<file path="config.mk">
export PLATFORM = sky130hd
export DESIGN_NAME = uart_bridge_flat
export DESIGN_NICKNAME = d
export VERILOG_FILES = /design/src/rtl/uart_bridge_pkg.sv /design/src/rtl/uart_bridge_if.sv /design/src/rtl/uart_bridge_rx.sv /design/src/rtl/uart_bridge.sv /design/src/flat_wrapper.sv
export SDC_FILE = /design/constraint.sdc
export NUM_CORES = 1
export LEC_CHECK = 0
export ABC_CLOCK_PERIOD_IN_PS = 5300
export CORE_ASPECT_RATIO = 1.75
export CORE_MARGIN = 5
export CORE_UTILIZATION = 62
export DETAILED_ROUTE_END_ITERATION = 8
export PLACE_DENSITY = 0.85
export REMOVE_ABC_BUFFERS = 1
export SLEW_MARGIN = 5
export SYNTH_ARGS = -nofsm -noshare
export SYNTH_HDL_FRONTEND = slang
export SYNTH_SLANG_ARGS = --single-unit
</file>
<file path="constraint.sdc">
create_clock -name clk_50MHz -period 5.3 [get_ports clk_50MHz]
set_clock_uncertainty 0.15 [all_clocks]
set_input_delay 1.06 -clock clk_50MHz [delete_from_list [all_inputs] [get_ports clk_50MHz]]
set_output_delay 1.06 -clock clk_50MHz [all_outputs]
set_load 0.01 [all_outputs]
</file>
<file path="src/rtl/uart_bridge_pkg.sv">
// Shared definitions for the on-chip UART bridge: default divisor, the
// 2-bit FSM state encoding used by both the TX and RX machines, and the
// serial-port addresses that the memory controller decodes.
package uart_bridge_pkg;

    // Clocks per bit for a 50 MHz clock at 115200 baud.
    localparam int UART_DIVISOR = 434;

    // Data register and status word, shared with the memory controller.
    localparam logic [15:0] UART_DATA_ADDR = 16'hBF00;
    localparam logic [15:0] UART_STAT_ADDR = 16'hBF01;

    // One encoding serves both directions of the 8N1 frame.
    typedef enum logic [1:0] {
        ST_IDLE  = 2'd0,
        ST_START = 2'd1,
        ST_DATA  = 2'd2,
        ST_STOP  = 2'd3
    } uart_state_e;

endpackage

</file>
<file path="src/rtl/uart_bridge_if.sv">
// Bus-side and line-side signals of the UART bridge.
//
// Handshake: rdn and wrn are active-low strobes from the memory controller.
// A write is taken on the falling edge of wrn (first low cycle) and only
// when tbre is high; a write while tbre is low is dropped. A read drives
// data_o onto the bus while data_oe is high (rdn delayed one cycle) and is
// consumed on the rising edge of rdn, which clears data_ready.
interface uart_bridge_if;
    logic       rdn;
    logic       wrn;
    logic [7:0] data_i;
    logic [7:0] data_o;
    logic       data_oe;
    logic       data_ready;
    logic       tbre;
    logic       tsre;
    logic       uart_txd;
    logic       uart_rxd;

    // UART side: receives strobes and the serial input, drives status.
    modport slave (
        input  rdn, wrn, data_i, uart_rxd,
        output data_o, data_oe, data_ready, tbre, tsre, uart_txd
    );

    // Controller / line side.
    modport master (
        output rdn, wrn, data_i, uart_rxd,
        input  data_o, data_oe, data_ready, tbre, tsre, uart_txd
    );
endinterface

</file>
<file path="src/rtl/uart_bridge_rx.sv">
// Receive half of the UART bridge: two-flop synchronizer on the serial
// input, 8N1 receive FSM and the one-byte receive buffer. o_rx_done and
// o_rx_ferr are single-cycle strobes decoded from registered state, valid
// in the cycle whose closing edge loads (or discards) the byte.
module uart_bridge_rx
    import uart_bridge_pkg::*;
#(
    parameter int DIVISOR = UART_DIVISOR
) (
    input  logic        i_clk,
    input  logic        i_rst,
    input  logic        i_rxd,
    output logic [7:0]  o_data,
    output logic        o_rx_done,
    output logic        o_rx_ferr,
    output uart_state_e o_state
);
    localparam int CW = $clog2(DIVISOR);
    localparam logic [CW-1:0] DIV_M1  = CW'(DIVISOR - 1);
    localparam logic [CW-1:0] HALF_M1 = CW'(DIVISOR / 2 - 1);
    localparam logic [CW-1:0] CNT_ONE = CW'(1);

    logic        r_sync1;
    logic        r_sync2;
    logic        r_line_q;
    uart_state_e r_state;
    logic [CW-1:0] r_cnt;
    logic [2:0]  r_bit;
    logic [7:0]  r_shift;
    logic [7:0]  r_buf;

    uart_state_e w_state_nxt;
    logic [CW-1:0] w_cnt_nxt;
    logic [2:0]  w_bit_nxt;
    logic [7:0]  w_shift_nxt;
    logic        w_done;
    logic        w_ferr;
    logic        w_fall;

    // Synchronize the asynchronous line and keep one delayed copy for edge detection.
    always_ff @(posedge i_clk) begin
        if (i_rst) begin
            r_sync1  <= 1'b1;
            r_sync2  <= 1'b1;
            r_line_q <= 1'b1;
        end else begin
            r_sync1  <= i_rxd;
            r_sync2  <= r_sync1;
            r_line_q <= r_sync2;
        end
    end

    assign w_fall = r_line_q & ~r_sync2;

    // RX FSM state register, bit/baud counters and shifter.
    always_ff @(posedge i_clk) begin
        if (i_rst) begin
            r_state <= ST_IDLE;
            r_cnt   <= '0;
            r_bit   <= '0;
            r_shift <= '0;
        end else begin
            r_state <= w_state_nxt;
            r_cnt   <= w_cnt_nxt;
            r_bit   <= w_bit_nxt;
            r_shift <= w_shift_nxt;
        end
    end

    // RX next-state: half-bit check of the start bit, then one sample per bit time.
    always_comb begin
        w_state_nxt = r_state;
        w_cnt_nxt   = r_cnt;
        w_bit_nxt   = r_bit;
        w_shift_nxt = r_shift;
        w_done      = 1'b0;
        w_ferr      = 1'b0;
        case (r_state)
            ST_IDLE: begin
                if (w_fall) begin
                    w_state_nxt = ST_START;
                    w_cnt_nxt   = HALF_M1;
                end
            end
            ST_START: begin
                if (r_cnt == '0) begin
                    if (r_sync2) begin
                        // Line went back high before mid-start: a glitch.
                        w_state_nxt = ST_IDLE;
                    end else begin
                        w_state_nxt = ST_DATA;
                        w_cnt_nxt   = DIV_M1;
                        w_bit_nxt   = 3'd0;
                    end
                end else begin
                    w_cnt_nxt = r_cnt - CNT_ONE;
                end
            end
            ST_DATA: begin
                if (r_cnt == '0) begin
                    w_shift_nxt = {r_sync2, r_shift[7:1]};
                    w_cnt_nxt   = DIV_M1;
                    if (r_bit == 3'd7) begin
                        w_state_nxt = ST_STOP;
                    end else begin
                        w_bit_nxt = r_bit + 3'd1;
                    end
                end else begin
                    w_cnt_nxt = r_cnt - CNT_ONE;
                end
            end
            ST_STOP: begin
                if (r_cnt == '0) begin
                    w_state_nxt = ST_IDLE;
                    if (r_sync2) begin
                        w_done = 1'b1;
                    end else begin
                        w_ferr = 1'b1;
                    end
                end else begin
                    w_cnt_nxt = r_cnt - CNT_ONE;
                end
            end
            default: w_state_nxt = ST_IDLE;
        endcase
    end

    // Receive buffer: only a byte with a valid stop bit replaces it.
    always_ff @(posedge i_clk) begin
        if (i_rst) begin
            r_buf <= '0;
        end else if (w_done) begin
            r_buf <= r_shift;
        end
    end

    assign o_data    = r_buf;
    assign o_rx_done = w_done;
    assign o_rx_ferr = w_ferr;
    assign o_state   = r_state;

endmodule

</file>
<file path="src/rtl/uart_bridge.sv">
// On-chip UART answering the rdn/wrn strobe handshake of the memory
// controller. Owns strobe edge detection, the transmit holding register,
// the TX serializer and the tbre/tsre/data_ready/data_oe flags; the
// receive path lives in uart_bridge_rx.
module uart_bridge
    import uart_bridge_pkg::*;
#(
    parameter int CLK_HZ  = 50_000_000,
    parameter int BAUD    = 115200,
    parameter int DIVISOR = CLK_HZ / BAUD
) (
    input  logic         clk_50MHz,
    input  logic         rst,
    uart_bridge_if.slave bus,
    output uart_state_e  o_dbg_tx_state,
    output uart_state_e  o_dbg_rx_state,
    output logic         o_dbg_rx_ferr
);
    localparam int CW = $clog2(DIVISOR);
    localparam logic [CW-1:0] DIV_M1  = CW'(DIVISOR - 1);
    localparam logic [CW-1:0] CNT_ONE = CW'(1);

    logic          r_wrn_q;
    logic          r_rdn_q;
    logic          r_tbre;
    logic          r_tsre;
    logic [7:0]    r_hold;
    uart_state_e   r_tx_state;
    logic [CW-1:0] r_tx_cnt;
    logic [2:0]    r_tx_bit;
    logic [7:0]    r_tx_shift;
    logic          r_txd;
    logic          r_data_ready;
    logic          r_data_oe;

    logic          w_wr_evt;
    logic          w_rd_end;
    logic          w_tx_reload;
    logic          w_tbre_nxt;
    logic [7:0]    w_hold_nxt;
    uart_state_e   w_tx_state_nxt;
    logic [CW-1:0] w_tx_cnt_nxt;
    logic [2:0]    w_tx_bit_nxt;
    logic [7:0]    w_tx_shift_nxt;
    logic          w_txd_nxt;
    logic          w_tsre_nxt;
    logic [7:0]    w_rx_data;
    logic          w_rx_done;
    logic          w_rx_ferr;
    uart_state_e   w_rx_state;

    // Register both strobes so their edges can be seen without glitches.
    always_ff @(posedge clk_50MHz) begin
        if (rst) begin
            r_wrn_q <= 1'b1;
            r_rdn_q <= 1'b1;
        end else begin
            r_wrn_q <= bus.wrn;
            r_rdn_q <= bus.rdn;
        end
    end

    assign w_wr_evt = r_wrn_q & ~bus.wrn;
    assign w_rd_end = ~r_rdn_q & bus.rdn;

    // Holding register and tbre: a reload empties it, an accepted write fills it.
    always_comb begin
        w_tbre_nxt = r_tbre;
        w_hold_nxt = r_hold;
        if (w_tx_reload) begin
            w_tbre_nxt = 1'b1;
        end else if (w_wr_evt && r_tbre) begin
            w_tbre_nxt = 1'b0;
            w_hold_nxt = bus.data_i;
        end
    end

    // TX next-state: start, 8 data bits LSB first, stop; reload straight
    // from STOP when another byte is already waiting.
    always_comb begin
        w_tx_state_nxt = r_tx_state;
        w_tx_cnt_nxt   = r_tx_cnt;
        w_tx_bit_nxt   = r_tx_bit;
        w_tx_shift_nxt = r_tx_shift;
        w_txd_nxt      = r_txd;
        w_tsre_nxt     = r_tsre;
        w_tx_reload    = 1'b0;
        case (r_tx_state)
            ST_IDLE: begin
                if (!r_tbre) begin
                    w_tx_reload = 1'b1;
                end
            end
            ST_START: begin
                if (r_tx_cnt == '0) begin
                    w_tx_state_nxt = ST_DATA;
                    w_tx_cnt_nxt   = DIV_M1;
                    w_tx_bit_nxt   = 3'd0;
                    w_txd_nxt      = r_tx_shift[0];
                end else begin
                    w_tx_cnt_nxt = r_tx_cnt - CNT_ONE;
                end
            end
            ST_DATA: begin
                if (r_tx_cnt == '0) begin
                    w_tx_cnt_nxt = DIV_M1;
                    if (r_tx_bit == 3'd7) begin
                        w_tx_state_nxt = ST_STOP;
                        w_txd_nxt      = 1'b1;
                    end else begin
                        w_tx_bit_nxt   = r_tx_bit + 3'd1;
                        w_tx_shift_nxt = {1'b0, r_tx_shift[7:1]};
                        w_txd_nxt      = r_tx_shift[1];
                    end
                end else begin
                    w_tx_cnt_nxt = r_tx_cnt - CNT_ONE;
                end
            end
            ST_STOP: begin
                if (r_tx_cnt == '0) begin
                    if (!r_tbre) begin
                        w_tx_reload = 1'b1;
                    end else begin
                        w_tx_state_nxt = ST_IDLE;
                        w_tsre_nxt     = 1'b1;
                    end
                end else begin
                    w_tx_cnt_nxt = r_tx_cnt - CNT_ONE;
                end
            end
            default: w_tx_state_nxt = ST_IDLE;
        endcase
        if (w_tx_reload) begin
            w_tx_state_nxt = ST_START;
            w_tx_cnt_nxt   = DIV_M1;
            w_tx_shift_nxt = r_hold;
            w_txd_nxt      = 1'b0;
            w_tsre_nxt     = 1'b0;
        end
    end

    // TX FSM state register with its datapath, holding register and flags.
    always_ff @(posedge clk_50MHz) begin
        if (rst) begin
            r_tx_state <= ST_IDLE;
            r_tx_cnt   <= '0;
            r_tx_bit   <= '0;
            r_tx_shift <= '0;
            r_txd      <= 1'b1;
            r_tsre     <= 1'b1;
            r_tbre     <= 1'b1;
            r_hold     <= '0;
        end else begin
            r_tx_state <= w_tx_state_nxt;
            r_tx_cnt   <= w_tx_cnt_nxt;
            r_tx_bit   <= w_tx_bit_nxt;
            r_tx_shift <= w_tx_shift_nxt;
            r_txd      <= w_txd_nxt;
            r_tsre     <= w_tsre_nxt;
            r_tbre     <= w_tbre_nxt;
            r_hold     <= w_hold_nxt;
        end
    end

    uart_bridge_rx #(
        .DIVISOR (DIVISOR)
    ) u_rx (
        .i_clk     (clk_50MHz),
        .i_rst     (rst),
        .i_rxd     (bus.uart_rxd),
        .o_data    (w_rx_data),
        .o_rx_done (w_rx_done),
        .o_rx_ferr (w_rx_ferr),
        .o_state   (w_rx_state)
    );

    // Read-side flags: a completing byte beats a simultaneous read end.
    always_ff @(posedge clk_50MHz) begin
        if (rst) begin
            r_data_ready <= 1'b0;
            r_data_oe    <= 1'b0;
        end else begin
            r_data_oe <= ~bus.rdn;
            if (w_rx_done) begin
                r_data_ready <= 1'b1;
            end else if (w_rd_end) begin
                r_data_ready <= 1'b0;
            end
        end
    end

    assign bus.data_o     = w_rx_data;
    assign bus.data_oe    = r_data_oe;
    assign bus.data_ready = r_data_ready;
    assign bus.tbre       = r_tbre;
    assign bus.tsre       = r_tsre;
    assign bus.uart_txd   = r_txd;

    assign o_dbg_tx_state = r_tx_state;
    assign o_dbg_rx_state = w_rx_state;
    assign o_dbg_rx_ferr  = w_rx_ferr;

endmodule

</file>
<file path="src/flat_wrapper.sv">
// flat-port wrapper written by rule: the top's interface ports become plain ports
module uart_bridge_flat import uart_bridge_pkg::*;
#(
    parameter int CLK_HZ  = 50_000_000,
    parameter int BAUD    = 115200,
    parameter int DIVISOR = CLK_HZ / BAUD
)
  (clk_50MHz, rst, o_dbg_tx_state, o_dbg_rx_state, o_dbg_rx_ferr, bus_rdn, bus_wrn, bus_data_i, bus_uart_rxd, bus_data_o, bus_data_oe, bus_data_ready, bus_tbre, bus_tsre, bus_uart_txd);
  uart_bridge_if bus_i ();
  input  logic clk_50MHz;
  input  logic rst;
  output uart_state_e o_dbg_tx_state;
  output uart_state_e o_dbg_rx_state;
  output logic o_dbg_rx_ferr;
  input wire logic [$bits(bus_i.rdn)-1:0] bus_rdn;
  input wire logic [$bits(bus_i.wrn)-1:0] bus_wrn;
  input wire logic [$bits(bus_i.data_i)-1:0] bus_data_i;
  input wire logic [$bits(bus_i.uart_rxd)-1:0] bus_uart_rxd;
  output wire logic [$bits(bus_i.data_o)-1:0] bus_data_o;
  output wire logic [$bits(bus_i.data_oe)-1:0] bus_data_oe;
  output wire logic [$bits(bus_i.data_ready)-1:0] bus_data_ready;
  output wire logic [$bits(bus_i.tbre)-1:0] bus_tbre;
  output wire logic [$bits(bus_i.tsre)-1:0] bus_tsre;
  output wire logic [$bits(bus_i.uart_txd)-1:0] bus_uart_txd;
  assign bus_i.rdn = bus_rdn;
  assign bus_i.wrn = bus_wrn;
  assign bus_i.data_i = bus_data_i;
  assign bus_i.uart_rxd = bus_uart_rxd;
  assign bus_data_o = bus_i.data_o;
  assign bus_data_oe = bus_i.data_oe;
  assign bus_data_ready = bus_i.data_ready;
  assign bus_tbre = bus_i.tbre;
  assign bus_tsre = bus_i.tsre;
  assign bus_uart_txd = bus_i.uart_txd;
  uart_bridge #(.CLK_HZ(CLK_HZ), .BAUD(BAUD), .DIVISOR(DIVISOR)) u_core (.clk_50MHz(clk_50MHz), .rst(rst), .bus(bus_i), .o_dbg_tx_state(o_dbg_tx_state), .o_dbg_rx_state(o_dbg_rx_state), .o_dbg_rx_ferr(o_dbg_rx_ferr));
endmodule
</file>
### After elaboration in Yosys (flattened, before gate mapping)

Cells that the tools add are included.

* add/subtract/negate cells: 4
* equal/unequal tests: 31
* mux-type cells: 57
* bitwise logic cells: 8
* reduce and logical (&&, ||, !) cells: 32

Operator list (count)
* 9-bit two-way mux: 8
* 9-bit one-hot mux with 4 select lines: 1
* 8-bit two-way mux: 4
* 2-bit two-way mux: 11
* 3-bit two-way mux: 7
* 2-bit inequality test, second input constant: 10
* 1-bit two-way mux: 19
* 9-bit zero test: 2
* 9-bit one-hot mux with 2 select lines: 1
* 9-bit by 1-bit subtractor with 9-bit output, second input constant: 2
* 2-bit nonzero test: 8
* 3-bit by 1-bit inequality test with 1-bit output, second input constant: 5
* 2-bit by 1-bit inequality test with 1-bit output, second input constant: 6
* 3-bit one-hot mux with 2 select lines: 2
* 3-bit AND reduction: 4
* 6-bit AND reduction: 2
* 5-bit AND reduction: 2
* 3-bit nonzero test: 3
* 2-bit equality test, second input constant: 4
* 2-bit one-hot mux with 4 select lines: 1
* 2-bit AND reduction: 4
* 3-bit by 1-bit adder with 3-bit output, second input constant: 2
* 3-bit equality test, second input constant: 2
* 2-bit one-hot mux with 3 select lines: 1
* other kinds (11): 21

* register bits after elaboration: 70
* input bits: 13
* logic and storage cells: 154

### Depth between registers and ports, before layout

* depth after elaboration: 5
* gate-level depth with buffers: 7
* depth with buffers taken out: 6

### By module

A second synthesis with hierarchy kept.

* cells, all modules: 399
* area total of the unflattened synthesis: 3440.8 um^2

Modules (own cells, without submodules)
* uart_bridge: instances 1, cells an instance 202, area each 1856.8 um^2, seq. area each 740.7 um^2
* uart_bridge_rx: instances 1, cells an instance 197, area each 1584.0 um^2, seq. area each 660.6 um^2

### Worst setup path after synthesis

Ideal clock, no wire load.

* path kind: register to output
* start point: reg u_core.u_rx.r_cnt[0]
* end point: out o_dbg_rx_ferr
* arrival time: 1.572 ns
* slack: 2.518 ns
* cell stages (with the launch flop): 6
* path through: dfxtp_1 -> inv_1 -> ha_1 -> nor4b_2 -> nand2_1 -> nor3b_1

* longest elaborated chain between the ends: 3

Ends and longest elaborated chain
* from (decl): line uart_bridge_rx.sv:27 `logic [CW-1:0] r_cnt;`
* from (signal assigned): line uart_bridge_rx.sv:64 `r_cnt <= w_cnt_nxt;`
* 9-bit zero test: line uart_bridge_rx.sv:113 `if (r_cnt == '0) begin`
* 1-bit two-way mux: line uart_bridge_rx.sv:113
* 1-bit two-way mux: line uart_bridge_rx.sv:78 `case (r_state)`
* to (decl): line flat_wrapper.sv:14 `output logic o_dbg_rx_ferr;`

No other way between the ends.

### Final worst setup path

Same ends and word-level chain as after synthesis.

==> results.sh <==
export IMPL_status="completed"
export IMPL_setup_tns_final_ns=0
export IMPL_cts_sinks=70
export IMPL_yosys_area_share_simple_pct=20.0
export IMPL_grt_ovfl_total=0
export IMPL_grt_pass1_wl_um=13500
export IMPL_dp_cells=485
export IMPL_fmax_mhz=262
export IMPL_fin_cells=501
export IMPL_fin_util_pct=72.5
export IMPL_post_dp_cell_area_um2=3790
export IMPL_antenna_found_initial=0
export IMPL_initial_core_util_pct=63.2
export IMPL_critical_path_cell_count=6
export IMPL_synth_async_reset_ratio_pct=0
export IMPL_drive_gt1_share_pct=7.06
export IMPL_max_stage_delay_ns=0.56
export IMPL_cp_top_family="simple AND/OR/NAND/NOR gates"
export IMPL_worstReg2RegStart="u_core.u_rx.r_cnt[0]"
export IMPL_slowest_stage="clkdlybuf4s50_1"
export IMPL_via_per_inst=6.21
export IMPL_ys_seq_area_share_pct=40.0
export IMPL_dp_slack_ns=1.88
export IMPL_critPathRequiredTime_ns=4.09
export IMPL_yosysWarnings=0
export IMPL_min_period_ns=3.82
export IMPL_ir_worst_vdd_uv=273
export IMPL_period_share_pct=72.1
export IMPL_synth_top_family_by_area="compound AO/OA/AOI/OAI gates"
export IMPL_dr_pass1_iters=5
export IMPL_routedWlPerCell_um=16.0
export IMPL_cts_resized=0
export IMPL_routabilityCongestion=0.863
export IMPL_num_vias=3111
export IMPL_rsz0062_at_grt="false"
export IMPL_path_clk_slew_ns=0.07
export IMPL_cts_tree="done"
export IMPL_cts_hold_buf=0
export IMPL_rows=36
export IMPL_dieHeight_um=109
export IMPL_htree_levels=3
export IMPL_syn_to_final_growth_pct=14.6
export IMPL_crit_fanout=8
export IMPL_synthCells=399
export IMPL_power_density_nw_per_um2=509
export IMPL_dieArea_um2=7310
export IMPL_synth_adder_area_share_pct=6.07
export IMPL_totalWireLength_um=8020
export IMPL_critPathLaunchType="register"
export IMPL_antenna_cells=0
export IMPL_timing_max_cap_violations=0
export IMPL_layout_common_cells="dfxtp_1 (70), a21oi_1 (42), nor2_1 (39)"
export IMPL_startpoint="u_core.u_rx.r_cnt[0]"
export IMPL_insertion_delay_ns=0.36
export IMPL_slew_headroom_pct=39.0
export IMPL_die_w_um=66.8
export IMPL_yosys_cell_types_count=54
export IMPL_leakagePower_uw=0.00155
export IMPL_grt_max_degree=47
export IMPL_muxShareOfSynthArea_pct=7.71
export IMPL_design_area_um2=4020
export IMPL_final_common_cell="dfxtp_1"
export IMPL_endpoint_kind="output pin"
export IMPL_yosys_register_bits=70
export IMPL_setup_viol=0
export IMPL_path_class="reg2out"
export IMPL_pin_count=31
export IMPL_synthXorXnorAreaFrac_pct=0
export IMPL_slew_violations=0
export IMPL_synth_ff_type="dfxtp_1"
export IMPL_final_hold_viol_count=0
export IMPL_fin_nets=450
export IMPL_post_cts_buffers=0
export IMPL_nFillCells=438
export IMPL_cp_arrival_ns=2.61
export IMPL_cts_buffer_depth=2
export IMPL_grt_use_total_pct=23.8
export IMPL_critPathCapture="o_dbg_rx_ferr"
export IMPL_crit_path_cell_trace="inv_1 -> ha_1 -> nor4b_2 -> nand2_1 -> nor3b_1 -> clkdlybuf4s50_1"
export IMPL_netlist_area_um2=3500
export IMPL_rrSetupSlack_ns=2.90
export IMPL_hpwl_um=5670
export IMPL_synth_compound_area_share_pct=20.6
export IMPL_grt_pass1_vias=3091
export IMPL_cp_num_buf_inv=2
export IMPL_synth_edf_count=0
export IMPL_avgSynthCellArea_um2=8.78
export IMPL_rr_worst_depth=6
export IMPL_antenna_left=0
export IMPL_tightest_slew_ns=0.907
export IMPL_worst_slack_ns=1.48
export IMPL_drt_initial_drc_count=161
export IMPL_core_um2=5540
export IMPL_cts_root_buf="clkbuf_8"
export IMPL_hold_path_class="reg2reg"
export IMPL_numCtsBuffers=9
export IMPL_drcViolationCount=0
export IMPL_port_buffers=30
export IMPL_worstReg2RegEnd="u_core.u_rx.r_bit[0]"
==> cell families after synthesis <==
group	after synthesis
DFF	70
AOI/OAI and AO/OA	118
and+or+nand+nor	126
buffers and inverters	41
muxes	27
adders and majority gates	17
==> how the worst min path moves through the flow <==
| stage | startpoint | end | slack (ns) | depth (start not counted) |
|---|---|---|---|---|
| floorplan | u_core.u_rx.r_sync1 | u_core.u_rx.r_sync2 | 0.24 | 1 |
| global placement | u_core.u_rx.r_sync1 | u_core.u_rx.r_sync2 | 0.24 | 1 |
| detailed placement | u_core.u_rx.r_sync1 | u_core.u_rx.r_sync2 | 0.25 | 1 |
| CTS | u_core.u_rx.r_sync1 | u_core.u_rx.r_sync2 | 0.26 | 1 |
| global route | u_core.u_rx.r_sync1 | u_core.u_rx.r_sync2 | 0.28 | 1 |
| finish | u_core.u_rx.r_sync1 | u_core.u_rx.r_sync2 | 0.26 | 1 |
==> flip-flops by register name, indices dropped and copies added (netlist names), 2 cells and up, named ones only <==
name	flops
u_core.u_rx.o_data	8
u_core.r_tx_bit	3
u_core.u_rx.r_bit	3
u_core.r_tx_shift	8
u_core.u_rx.r_shift	8
u_core.u_rx.r_cnt	9
u_core.o_dbg_tx_state	2
u_core.r_tx_cnt	9
u_core.r_hold	8
==> per-stage QoR <==
| stage | hold WS (ns) | power (uW) |
|---|---|---|
| after global placement | 0.245 | 1530 |
| after floorplan | 0.239 | 1310 |
| after CTS | 0.262 | 2040 |
| final | 0.262 | 2050 |
| after global routing | 0.284 | 2170 |
| after detailed placement | 0.245 | 1550 |
==> power by group <==
part	internal [uW]	total [uW]	switching (uW)	leakage (uW)
Clock	268	484	216	0.000107
Sequential	610	705	94.7	0.000571
Combinational	329	857	528	0.000869
==> worst reg2reg max path, stage by stage (launching register included) <==
cell	delay, ns
dfxtp_1	0.35
inv_1	0.08
ha_1	0.21
or4b_1	0.56
nor2_1	0.63
nand4b_1	0.17
a21oi_1	0.17
==> area by class of cell <==
cell class	instances	area, um2	area share (%)
multi-input combinational	288	1910	47.5
inverter	18	67.6	1.68
sequential	70	1400	34.9
clock inverter	6	93.8	2.34
tap	76	95.1	2.37
clock buffer	10	128	3.18
timing repair buffer	33	323	8.04
==> Yosys cell counts (2+ instances only) <==
master / n / area share [%]
inv_1: 18 / 1.9
nand2_1: 20 / 2.1
nand4b_1: 3 / 0.75
a311oi_1: 2 / 0.50
nor4b_1: 3 / 0.75
ha_1: 17 / 6.1
or3_1: 2 / 0.36
buf_6: 2 / 0.64
a211o_1: 2 / 0.50
o21ai_0: 33 / 4.7
and2_1: 4 / 0.71
nor2b_1: 3 / 0.54
a211oi_1: 2 / 0.43
nor3_1: 7 / 1.0
dfxtp_1: 70 / 40
dlymetal6s2s_1: 2 / 0.71
o32ai_1: 3 / 0.75
nor2_1: 39 / 4.2
a32oi_1: 3 / 0.75
or2_2: 3 / 0.54
o311ai_0: 2 / 0.50
clkbuf_1: 13 / 1.4
a21o_1: 2 / 0.43
a31oi_1: 7 / 1.2
o31ai_1: 4 / 0.86
nor4_4: 2 / 1.2
nand4_1: 3 / 0.54
nor4_1: 4 / 0.71
mux2i_1: 27 / 7.7
o211ai_1: 3 / 0.64
a32o_1: 2 / 0.57
o211a_1: 2 / 0.57
or4_1: 2 / 0.43
buf_2: 5 / 0.71
o22ai_1: 2 / 0.36
nand3_1: 16 / 2.3
nor3b_1: 6 / 1.3
or4b_1: 2 / 0.57
a21oi_1: 42 / 6.0
==> routing by layer <==
layer / share of wire [%] / vias up / GRT usage (%)
li1: - / 1507 / -
met1: 38 / 1485 / 23.9
met2: 54 / 93 / 43.5
met3: 4.9 / 26 / 6.54
met4: 3.1 / 0 / 12.5
met5: 0 / - / 0
No activity file was read; power rests on OpenSTA's default activity.
